[config.mk]
export PLATFORM = sky130hd
export DESIGN_NAME = divu_seq
export DESIGN_NICKNAME = d
export VERILOG_FILES = /design/src/rtl/div_pkg.sv /design/src/rtl/div_step.sv /design/src/rtl/divu_seq.sv
export SDC_FILE = /design/constraint.sdc
export NUM_CORES = 1
export LEC_CHECK = 0
export CAP_MARGIN = 20
export CORE_ASPECT_RATIO = 1.75
export CORE_UTILIZATION = 30
export DETAILED_ROUTE_END_ITERATION = 12
export PLACE_DENSITY = 0.47
export SKIP_CTS_REPAIR_TIMING = 1
export SYNTH_ARGS = -nofsm -noshare
export SYNTH_HDL_FRONTEND = slang
export SYNTH_HIERARCHICAL = 1
export SYNTH_SLANG_ARGS = --single-unit
[constraint.sdc]
create_clock -name clk -period 3.9 [get_ports clk]
set_clock_uncertainty 0.05 [all_clocks]
set_input_delay 0.78 -clock clk [delete_from_list [all_inputs] [get_ports clk]]
set_output_delay 0.78 -clock clk [all_outputs]
set_load 0.03 [all_outputs]
[src/rtl/div_pkg.sv]
// Shared constants for the sequential unsigned divider: state encoding,
// default operand width and the iteration-counter width helper.
package div_pkg;

  localparam int unsigned DIV_WIDTH = 32;

  localparam logic [1:0] ST_IDLE = 2'd0;
  localparam logic [1:0] ST_RUN  = 2'd1;
  localparam logic [1:0] ST_DONE = 2'd2;

  // Counter must hold the value WIDTH itself, hence WIDTH+1 codes.
  function automatic int unsigned cnt_width(input int unsigned w);
    return $clog2(w + 1);
  endfunction

  localparam int unsigned DIV_CNT_W = cnt_width(DIV_WIDTH);

endpackage

[src/rtl/div_step.sv]
// One restoring-division iteration: shift {rem,dividend} left, trial-subtract
// the divisor, and keep or restore the partial remainder.
module div_step #(
  parameter int WIDTH = 32
) (
  input  logic [WIDTH-1:0] rem_in,
  input  logic [WIDTH-1:0] dvd_in,
  input  logic [WIDTH-1:0] divisor,
  output logic [WIDTH-1:0] rem_out,
  output logic [WIDTH-1:0] dvd_out,
  output logic             q_bit
);

  logic [WIDTH:0]   sh;
  logic [WIDTH-1:0] diff_lo;
  logic             carry_lo;
  logic             carry;

  always_comb begin
    sh = {rem_in, dvd_in[WIDTH-1]};
    {carry_lo, diff_lo} = {1'b0, sh[WIDTH-1:0]} + {1'b0, ~divisor} + {{WIDTH{1'b0}}, 1'b1};
    // Top adder bit adds sh[WIDTH] to the all-ones extension of ~divisor,
    // so its carry-out is sh[WIDTH] | carry_lo; carry=1 means sh >= divisor.
    carry   = sh[WIDTH] | carry_lo;
    q_bit   = carry;
    rem_out = carry ? diff_lo : sh[WIDTH-1:0];
    dvd_out = {dvd_in[WIDTH-2:0], carry};
  end

endmodule

[src/rtl/divu_seq.sv]
// Sequential unsigned divider: one restoring step per clock, results held
// from one done pulse to the next.
//
// state   | meaning
// IDLE    | waiting for start; operands captured on accept
// RUN     | WIDTH restoring iterations, one per cycle
// DONE    | done pulse cycle; results already registered
module divu_seq
  import div_pkg::*;
#(
  parameter int WIDTH = DIV_WIDTH
) (
  input  logic             clk,
  input  logic             reset_n,
  input  logic             start,
  input  logic [WIDTH-1:0] a,
  input  logic [WIDTH-1:0] b,
  output logic             busy,
  output logic             done,
  output logic [WIDTH-1:0] quo,
  output logic [WIDTH-1:0] rem,
  output logic             div_zero
);

  localparam int CW = cnt_width(WIDTH);

  logic [1:0]       state_q, state_d;
  logic [CW-1:0]    cnt_q, cnt_d;
  logic [WIDTH-1:0] dvd_q, dvd_d;
  logic [WIDTH-1:0] dvs_q, dvs_d;
  logic [WIDTH-1:0] prem_q, prem_d;
  logic [WIDTH-1:0] quo_q, quo_d;
  logic [WIDTH-1:0] rem_q, rem_d;
  logic             dz_q, dz_d;
  logic             done_q, done_d;

  logic [WIDTH-1:0] step_rem;
  logic [WIDTH-1:0] step_dvd;
  logic             step_q_bit;

  div_step #(.WIDTH(WIDTH)) u_step (
    .rem_in  (prem_q),
    .dvd_in  (dvd_q),
    .divisor (dvs_q),
    .rem_out (step_rem),
    .dvd_out (step_dvd),
    .q_bit   (step_q_bit)
  );

  always_comb begin
    state_d = state_q;
    cnt_d   = cnt_q;
    dvd_d   = dvd_q;
    dvs_d   = dvs_q;
    prem_d  = prem_q;
    quo_d   = quo_q;
    rem_d   = rem_q;
    dz_d    = dz_q;
    done_d  = 1'b0;
    case (state_q)
      ST_IDLE: begin
        if (start) begin
          dvd_d  = a;
          dvs_d  = b;
          prem_d = '0;
          cnt_d  = CW'(WIDTH);
          if (b == '0) begin
            state_d = ST_DONE;
            quo_d   = '1;
            rem_d   = a;
            dz_d    = 1'b1;
            done_d  = 1'b1;
          end else begin
            state_d = ST_RUN;
          end
        end
      end
      ST_RUN: begin
        dvd_d  = step_dvd;
        prem_d = step_rem;
        cnt_d  = cnt_q - CW'(1);
        // Results land in the output registers on the edge that enters DONE.
        if (cnt_q == CW'(1)) begin
          state_d = ST_DONE;
          quo_d   = step_dvd;
          rem_d   = step_rem;
          dz_d    = 1'b0;
          done_d  = 1'b1;
        end
      end
      ST_DONE: state_d = ST_IDLE;
      default: state_d = ST_IDLE;
    endcase
  end

  always_ff @(posedge clk) begin
    if (!reset_n) begin
      state_q <= ST_IDLE;
      cnt_q   <= '0;
      dvd_q   <= '0;
      dvs_q   <= '0;
      prem_q  <= '0;
      quo_q   <= '0;
      rem_q   <= '0;
      dz_q    <= 1'b0;
      done_q  <= 1'b0;
    end else begin
      state_q <= state_d;
      cnt_q   <= cnt_d;
      dvd_q   <= dvd_d;
      dvs_q   <= dvs_d;
      prem_q  <= prem_d;
      quo_q   <= quo_d;
      rem_q   <= rem_d;
      dz_q    <= dz_d;
      done_q  <= done_d;
    end
  end

  assign busy     = (state_q != ST_IDLE);
  assign done     = done_q;
  assign quo      = quo_q;
  assign rem      = rem_q;
  assign div_zero = dz_q;

  // The quotient bit is already folded into step_dvd; keep it visible on
  // the step boundary for debug without a second datapath.
  logic unused_q_bit;
  assign unused_q_bit = step_q_bit;

endmodule

== After elaboration in Yosys (flattened, before gate mapping) ==
Cells that the tools add are included.

* Add/subtract/negate cells: 3
* Multiplexer cells: 27
* Bitwise operators: 2
* Eq/ne operators: 5
* Reduce and logical (&&, ||, !) cells: 8

{| class="wikitable"
|+ Operators by type and width
! operator !! number
|-
| 2-to-1 mux 32 bit || 9
|-
| one-hot mux 32 bit (2 select lines) || 4
|-
| adder 32 x 32 -> 33 bit || 1
|-
| adder 33 x 1 -> 33 bit (second input constant) || 1
|-
| zero test 32 bit || 1
|-
| inverter 32 bit || 1
|-
| one-hot mux 6 bit (2 select lines) || 1
|-
| equality test 6 x 1 -> 1 bit (second input constant) || 1
|-
| 2-to-1 mux 1 bit || 6
|-
| 2-to-1 mux 2 bit || 3
|-
| 2-to-1 mux 6 bit || 1
|-
| inequality test 2 bit (second input constant) || 3
|-
| AND reduction 2 bit || 3
|-
| subtractor 6 x 1 -> 6 bit (second input constant) || 1
|-
| one-hot mux 1 bit (2 select lines) || 2
|-
| one-hot mux 2 bit (2 select lines) || 1
|-
| AND reduction 4 bit || 1
|-
| nonzero test 2 bit || 2
|-
| equality test 2 x 1 -> 1 bit (second input constant) || 1
|-
| zero test 2 bit || 1
|-
| bitwise OR 1 bit || 1
|}

* Input port bits: 67
* Bits in registers: 170
* Output and inout port bits: 67

== Depth between registers and ports, before layout ==
Gate-level depths: netlist of the first run.

* Word-level depth: 7
* Mapped depth: 19
* Depth with buffers taken out: 16

== By module ==
The synthesis of the first run kept the hierarchy.

{| class="wikitable"
|+ Modules (own cells, without submodules)
! module !! cells each !! area an instance (sq um) !! instances !! sequential area each (sq um)
|-
| divu_seq || 834 || 7,295.7 || 1 || 3,403.3
|-
| div_step || 366 || 2,351.0 || 1 || 0.0
|}

== Worst setup path before layout of the first run ==
No wires, ideal clock.

* Kind: register to register
* Start point: register dvd_q[31]
* End point: register rem_q[6], in the netlist rem[6]
* Data arrival time: 3.256 ns
* Path buffers: 3
* Slack: 0.472 ns
* Clock period less this slack: 3.428 ns
* Stages on the path, launching flop included: 20
* Cell sequence: dfxtp_1 -> inv_1 -> ha_1 -> fa_1 -> nand2b_1 -> a21oi_2 -> o211ai_2 -> o21ai_1 -> and2_1 -> buf_2 -> a2111oi_4 -> o31a_4 -> buf_6 -> buf_4 -> nand2_1 -> o21ai_1 -> a22o_1 -> a21oi_1 -> nor3_2 -> a221o_1

* Longest elaborated chain between the ends: 6

{| class="wikitable"
|+ Ends and longest elaborated chain
! item !! line !! source
|-
| from (decl) || divu_seq.sv:29 || <nowiki>logic [WIDTH-1:0] dvd_q, dvd_d;</nowiki>
|-
| from (signal assigned) || divu_seq.sv:110 || <nowiki>dvd_q <= dvd_d;</nowiki>
|-
| adder 32 x 32 -> 33 bit (*) || div_step.sv:21 || <nowiki>{carry_lo, diff_lo} = {1'b0, sh[WIDTH-1:0]} + {1'b0, ~divisor} + {{WIDTH{1'b0}}, 1'b1};</nowiki>
|-
| adder 33 x 1 -> 33 bit (*) || div_step.sv:21 ||
|-
| bitwise OR 1 bit || div_step.sv:24 || <nowiki>carry = sh[WIDTH] | carry_lo;</nowiki>
|-
| 2-to-1 mux 32 bit (*) || div_step.sv:26 || <nowiki>rem_out = carry ? diff_lo : sh[WIDTH-1:0];</nowiki>
|-
| named net step_rem[6] || divu_seq.sv:37 || <nowiki>logic [WIDTH-1:0] step_rem;</nowiki>
|-
| 2-to-1 mux 32 bit (*) || divu_seq.sv:83 || <nowiki>if (cnt_q == CW'(1)) begin</nowiki>
|-
| one-hot mux 32 bit (2 select lines) (*) || divu_seq.sv:60 || <nowiki>case (state_q)</nowiki>
|-
| to (signal assigned) || divu_seq.sv:114 || <nowiki>rem_q <= rem_d;</nowiki>
|-
| to (decl) || divu_seq.sv:33 || <nowiki>logic [WIDTH-1:0] rem_q, rem_d;</nowiki>
|}

The timed path passes the listed nets; every way through them passes the cells marked *. The select of a mux whose other input is x is not followed.
A chain may end at the register's enable or synchronous reset.

== Worst setup path in the final report of the first run ==
* Start point: register dvd_q[31]
* End point: register rem_q[24], in the netlist rem[24]

* Longest elaborated chain between the ends: 6

{| class="wikitable"
|+ Ends and longest elaborated chain
! item !! line !! source
|-
| adder 32 x 32 -> 33 bit || div_step.sv:21 ||
|-
| adder 33 x 1 -> 33 bit || div_step.sv:21 ||
|-
| bitwise OR 1 bit || div_step.sv:24 ||
|-
| named net step_q_bit || divu_seq.sv:39 || <nowiki>logic step_q_bit;</nowiki>
|-
| 2-to-1 mux 32 bit || div_step.sv:26 ||
|-
| named net step_rem[24] || divu_seq.sv:37 ||
|-
| 2-to-1 mux 32 bit || divu_seq.sv:83 ||
|-
| one-hot mux 32 bit (2 select lines) || divu_seq.sv:60 ||
|}

The timed path passes the listed nets, and every way through them passes these cells. The select of a mux whose other input is x is not followed.

==> flow_metrics.tcl, run 1 <==
set metrics [dict create \
    status "finished clean" \
    gp_congestion 0.856 \
    ys.warnings.count 6 \
    first_pass_iters 6 \
    cts_tree "yes" \
    cts_made_buffers 17 \
    num_vias 8791 \
    yosysSeqAreaShare_pct 35.3 \
    reg2reg_depth 16 \
    grt_pass1_vias 8476 \
    slew_headroom_pct 44.2 \
    r2r_slack_ns 0.23 \
    die_area_sq_mm 0.0329 \
    start_kind "flop" \
    dpl.hpwl_mm 22.4 \
    r2r_start "dvd_q[31]" \
    cp_slowest_cell "o31a_4" \
    rsz0062_at_grt "false" \
    synth_xor_area_share_pct 2.45 \
    fillers 3273 \
    synth_top_cells_by_count "nand2_1, dfxtp_1, a21oi_1" \
    synth_cell_types 67 \
    crit_path_end_kind "flop" \
    synthMuxAreaShare_pct 1.48 \
    hold_depth 2 \
    syn_avg_cell_area_sq_um 8.04 \
    drc 0 \
    syn2layout_area_growth_pct 21.2 \
    worstSetupPathType "flop to flop" \
    coreArea_sq_mm 0.0315 \
    rows 86 \
    fp.dieH_microns 239 \
    synth.net_count 1302 \
    synth_adder_area_share_pct 4.62 \
    power_density_mw_per_mm2 609 \
    routed_via_density 5.28 \
    synth_flop_cell "dfxtp_1" \
    ys_seq_elements 170 \
    critPathMostFrequentCell "a21oi_2" \
    grt_usage_pct 18.8 \
    cts.path.max_buffers 2 \
    synth_edf_count 0 \
    required_ns 4.18 \
    netlist_area_sq_mm 0.00965 \
    fin_crit_ns 3.67 \
    critical_path_buf_inv_count 2 \
    leakage_nw 4.32 \
    synth-simple-area-share_pct 19.1 \
    stdcell_count 1664 \
    ant_nets 0 \
    synthArstFlopShare_pct 0 \
    routed_wl_mm 30.3 \
    htree_levels 4 \
    layout-drive-gt1-share_pct 9.86 \
    drtIter0Drc 476 \
    worst-path-stages 16 \
    reg2reg_to "rem[24]" \
    crit_path_max_incr_delay_ns 0.42 \
    path_delay_family "compound AO/OA/AOI/OAI gates" \
    dp_slack_ns 0.142 \
    ios 134 \
    numPortBuffers 133 \
    grt_max_degree 65 \
    tns_ns 0 \
    worst_pin_slew_ns 0.836 \
    clock-sinks 170 \
    synth-compound-area-share_pct 27.7 \
    antenna_found_initial 0 \
    clock.fmax_mhz 272 \
    initial_utilization_pct 30.6 \
    grt_pass1_wl_mm 47.3 \
    clk-insertion-delay-late_ns 0.44 \
    yosys.area.top_type_share_pct 35.3 \
    path_clk_slew_ns 0.06 \
    dp_cells 1630 \
    overflow 0 \
    timing.final.ws_setup_ns 0.226 \
    hold_start "dvs_q[22]" \
    drv_slew 0 \
    finalPower_mw 7.12 \
    fin_util_pct 37.1 \
    worst-path-max-fanout 6 \
    hold_viol 0 \
    yosysMostFrequentCell "nand2_1" \
    syn-instance-count 1200 \
    wire_per_inst_microns 18.2 \
    crit_chain "inv_1 -> ha_1 -> fa_1 -> nand2b_1 -> a21oi_2 -> o211ai_2 -> o21ai_1 -> and2_4 -> a2111oi_4 -> o31a_4 -> inv_2 -> mux2_1 -> a22o_1 -> a21oi_2 -> nor3_2 -> a221o_1" \
    synth_top_family_by_area "compound AO/OA/AOI/OAI gates" \
    nets 1357 \
    synth_largest_area_cell "dfxtp_1" \
    yosys-top-cells-area "dfxtp_1, nand2_1, a21oi_1, ha_1, nor2_1" \
    min_to "dvs_q[22]" \
    arrival_ns 3.96 \
    vdd_drop_max_uv 346 \
    drv_cap 0 \
    fp.dieW_microns 138 \
    setup_viol 0 \
    clockRootBuffer "clkbuf_16" \
    fin_crit_sh_pct 94.2 \
    n_antenna_cell 0 \
    hold_class "flop to flop" \
]
[metal layers]
layer	global-route usage (%)	share of wire (%)
met5	0	0
met3	2.16	2.5
met1	22.1	43
met2	34.4	53
met4	6.83	2.1
[how the worst max path moves through the flow]
stage	from	to	slack, ns
3_5_place_dp	dvd_q[31]	rem[26]	0.14
4_1_cts	dvd_q[31]	rem[26]	0.11
3_3_place_gp	dvd_q[31]	rem[26]	0.20
5_1_grt	dvd_q[31]	rem[24]	0.01
6_report	dvd_q[31]	rem[24]	0.23
2_1_floorplan	dvd_q[31]	rem[6]	0.47
[flip-flops by register name (all words and copies together) (netlist names)]
signal and flops:
cnt_q 6, dvd_q 32, rem 32, prem_q 32, dvs_q 32, div_zero 1, done 1, quo 32
state_q 2
[layout by cell type, fill, tap and decap left out, types with 6 or more instances in the layout]
cell type	instances
xor2_1	12
a311oi_1	26
nor3_1	18
nand3_1	31
a221o_1	23
o21ai_0	27
a32oi_1	9
buf_4	29
o21ai_1	31
nor2_1	79
nand2b_1	8
nand2_1	212
a31oi_1	13
mux2i_1	12
o221a_1	16
o221a_2	16
clkbuf_16	17
xnor2_1	15
o21a_1	11
dfxtp_1	170
nor3_2	19
a21oi_1	119
ha_1	34
a21o_1	9
a21oi_2	6
a22o_1	24
a22oi_1	19
inv_1	43
nand4_1	7
clkdlybuf4s50_1	132
[worst min-delay path, stage by stage (launching register included)]
cell	delay [ns]
dfxtp_1	0.31
nand2_1	0.05
a21oi_1	0.05
[metrics by stage]
step	area [sq um]	hold slack (ns)
5_1_grt	11700	0.421
4_1_cts	11600	0.407
6_report	11700	0.405
3_3_place_gp	11000	0.395
3_5_place_dp	11000	0.398
2_1_floorplan	9650	0.386
[layout make-up]
type / count / area [sq um] / area share [%]
multi-input combinational: 856 / 5390 / 46.1
sequential: 170 / 3400 / 29.1
timing repair buffer: 165 / 1600 / 13.7
tap: 396 / 495 / 4.24
clock buffer: 21 / 470 / 4.02
inverter: 45 / 169 / 1.44
clock inverter: 11 / 166 / 1.42
[kinds of logic (layout without fill, tap and decap cells)]
| family | after synthesis | after routing |
|---|---|---|
| simple gates | 403 | 403 |
| compound gates | 377 | 377 |
| buf+inv | 174 | 242 |
| flops | 170 | 170 |
| fa+ha+maj | 35 | 35 |
| xor+xnor | 27 | 27 |
| mux | 14 | 14 |
[where the power goes]
group	leakage, nW	internal [mW]	switching (mW)
Combinational	2.63	1.30	1.88
Clock	0.305	1.12	0.736
Sequential	1.39	1.92	0.159
(Power assumes the default switching activity.)
==> inputs of run 2 (changes only) <==
--- a/config.mk
+++ b/config.mk
@@ -9,6 +9,7 @@
 export CORE_ASPECT_RATIO = 1.75
 export CORE_UTILIZATION = 30
 export DETAILED_ROUTE_END_ITERATION = 12
+export HOLD_SLACK_MARGIN = 0.1
 export PLACE_DENSITY = 0.47
 export SKIP_CTS_REPAIR_TIMING = 1
 export SYNTH_ARGS = -nofsm -noshare
==> results of run 2 <==
Same layout as run 1: the final DEF is identical, and so are final timing and power.
==> inputs of run 3 (changes only) <==
==> constraint.sdc (replaced) <==
create_clock -name clk -period 3.6 [get_ports clk]
set_clock_uncertainty 0.05 [all_clocks]
set_input_delay 0.72 -clock clk [delete_from_list [all_inputs] [get_ports clk]]
set_output_delay 0.72 -clock clk [all_outputs]
set_load 0.03 [all_outputs]
==> run 3 against run 2 <==
Combinational power grew 21%. Sequential power grew 8%. Non-clock buffer count grew 22. Routed wire length grew 2.5%. Final cell count grew 1.3%. Design area grew 3.5%. Worst setup slack lost 0.087 ns. Hold slack is essentially flat. Critical path type unchanged. Largest power group unchanged.
==> flow_metrics.tcl, run 3 (synthesis results as in run 1) <==
set metrics [dict create \
    clockRootBuffer "clkbuf_16" \
    crit_path_end_kind "flop" \
    required_ns 3.89 \
    internal-power_mw 5.12 \
    ios 134 \
    htree_levels 4 \
    finalPower_mw 8.32 \
    drc 0 \
    fin_crit_sh_pct 96.1 \
    antenna_found_initial 0 \
    wire_per_inst_microns 18.4 \
    status "finished clean" \
    fp.dieW_microns 138 \
    coreArea_sq_mm 0.0315 \
    numPortBuffers 133 \
    cts_made_buffers 17 \
    setup_viol 0 \
    grt_pass1_wl_mm 48.5 \
    arrival_ns 3.75 \
    leakage_nw 4.51 \
    worstSetupPathType "flop to flop" \
    syn2layout_area_growth_pct 25.4 \
    p_switching_mw 3.19 \
    tns_ns 0 \
    pwr-share-clk_pct 26.6 \
    n_antenna_cell 0 \
    path_clk_slew_ns 0.06 \
    pwr-share-seq_pct 27.1 \
    first_pass_iters 4 \
    grt_usage_pct 19.3 \
    clock.fmax_mhz 289 \
    clock-sinks 170 \
    hold_class "flop to flop" \
    num_vias 8947 \
    fin_area_sq_mm 0.0121 \
    switching_share_pct 38.4 \
    ant_nets 0 \
    drv_cap 0 \
    start_kind "flop" \
    mostFrequentLayoutCell "nand2_1" \
    nets 1379 \
    cts_tree "yes" \
    final_cell_mix "nand2_1, dfxtp_1, clkdlybuf4s50_1, a21oi_1, nor2_1" \
    slew_headroom_pct 42.4 \
    hold_depth 2 \
    initial_utilization_pct 30.6 \
    clk-insertion-delay-late_ns 0.45 \
    reg2reg_depth 17 \
    fin_crit_ns 3.46 \
    rows 86 \
    drtIter0Drc 409 \
    overflow 0 \
    cts.path.max_buffers 2 \
    fp.dieH_microns 239 \
    dpl.hpwl_mm 22.7 \
    place_area_sq_mm 0.0112 \
    hold_viol 0 \
    routed_via_density 5.31 \
    vdd_drop_max_uv 382 \
    die_area_sq_mm 0.0329 \
    layout-drive-gt1-share_pct 12.8 \
    combPwrFrac_pct 46.3 \
    gp_congestion 0.846 \
    worst_pin_slew_ns 0.864 \
    grt_max_degree 94 \
    drv_slew 0 \
    routed_wl_mm 31.1 \
    grt_pass1_vias 8742 \
    power_density_mw_per_mm2 687 \
    worst-path-max-fanout 3 \
]
run 3: per-layer routing:
metal | part of all wire (%) | vias up | routed length (microns) | global-route usage (%)
li1 | - | 4439 | - | -
met1 | 42 | 4295 | 13100 | 22.4
met2 | 53 | 178 | 16600 | 35.6
met3 | 2.8 | 35 | 870 | 2.43
met4 | 1.7 | 0 | 539 | 6.59
met5 | 0 | - | 0 | 0
run 3: metrics by stage:
step | std cells | setup slack, ns | hold WS, ns | util (%)
6_report | 1686 | 0.139 | 0.405 | 38.4
4_1_cts | 1682 | -0.0718 | 0.407 | 37.8
3_3_place_gp | 1650 | -0.00531 | 0.395 | 35.6
2_1_floorplan | 1200 | 0.172 | 0.386 | -
5_1_grt | 1686 | -0.0113 | 0.422 | 38.4
3_5_place_dp | 1650 | -0.0489 | 0.398 | 35.6
run 3: worst max-delay path, cell delays in order, from the launching register on:
cell and delay, ns:
dfxtp_1 0.33, inv_1 0.06, ha_2 0.19, fa_2 0.34, nand2b_4 0.16, a21oi_4 0.17, o211ai_4 0.11, buf_4 0.16
o21bai_4 0.12, a21boi_2 0.10, or4_4 0.52, nand2_1 0.10, xnor2_1 0.12, o21ai_1 0.11, a22o_1 0.24, a21oi_2 0.16
nor3_2 0.06, a221o_1 0.26
run 3: cell type report:
class	instances	area, sq um
Clock buffer	21	450
Clock inverter	11	240
Fill cell	3244	19400
Inverter	45	171
Multi-Input combinational cell	856	5500
Sequential cell	170	3400
Tap cell	396	495
Timing Repair Buffer	187	1840
run 3: worst paths after layout:
check,start,to,slack (ns)
worst max-delay path,dvd_q[31],rem[22],0.14
worst min-delay path,dvs_q[5],dvs_q[5],0.41
worst max register to register,dvd_q[31],rem[22],0.14
worst min register to register,dvs_q[5],dvs_q[5],0.41
run 3: power by group through the flow:
stage                     clock network (mW)  registers, mW  logic, mW
after floorplan                            0           2.37       2.35
after global placement                     0           2.29       3.51
after detailed placement                   0           2.29       3.53
after CTS                               2.26           2.25       3.54
after global routing                    2.33           2.28       4.19
final                                   2.21           2.25       3.85
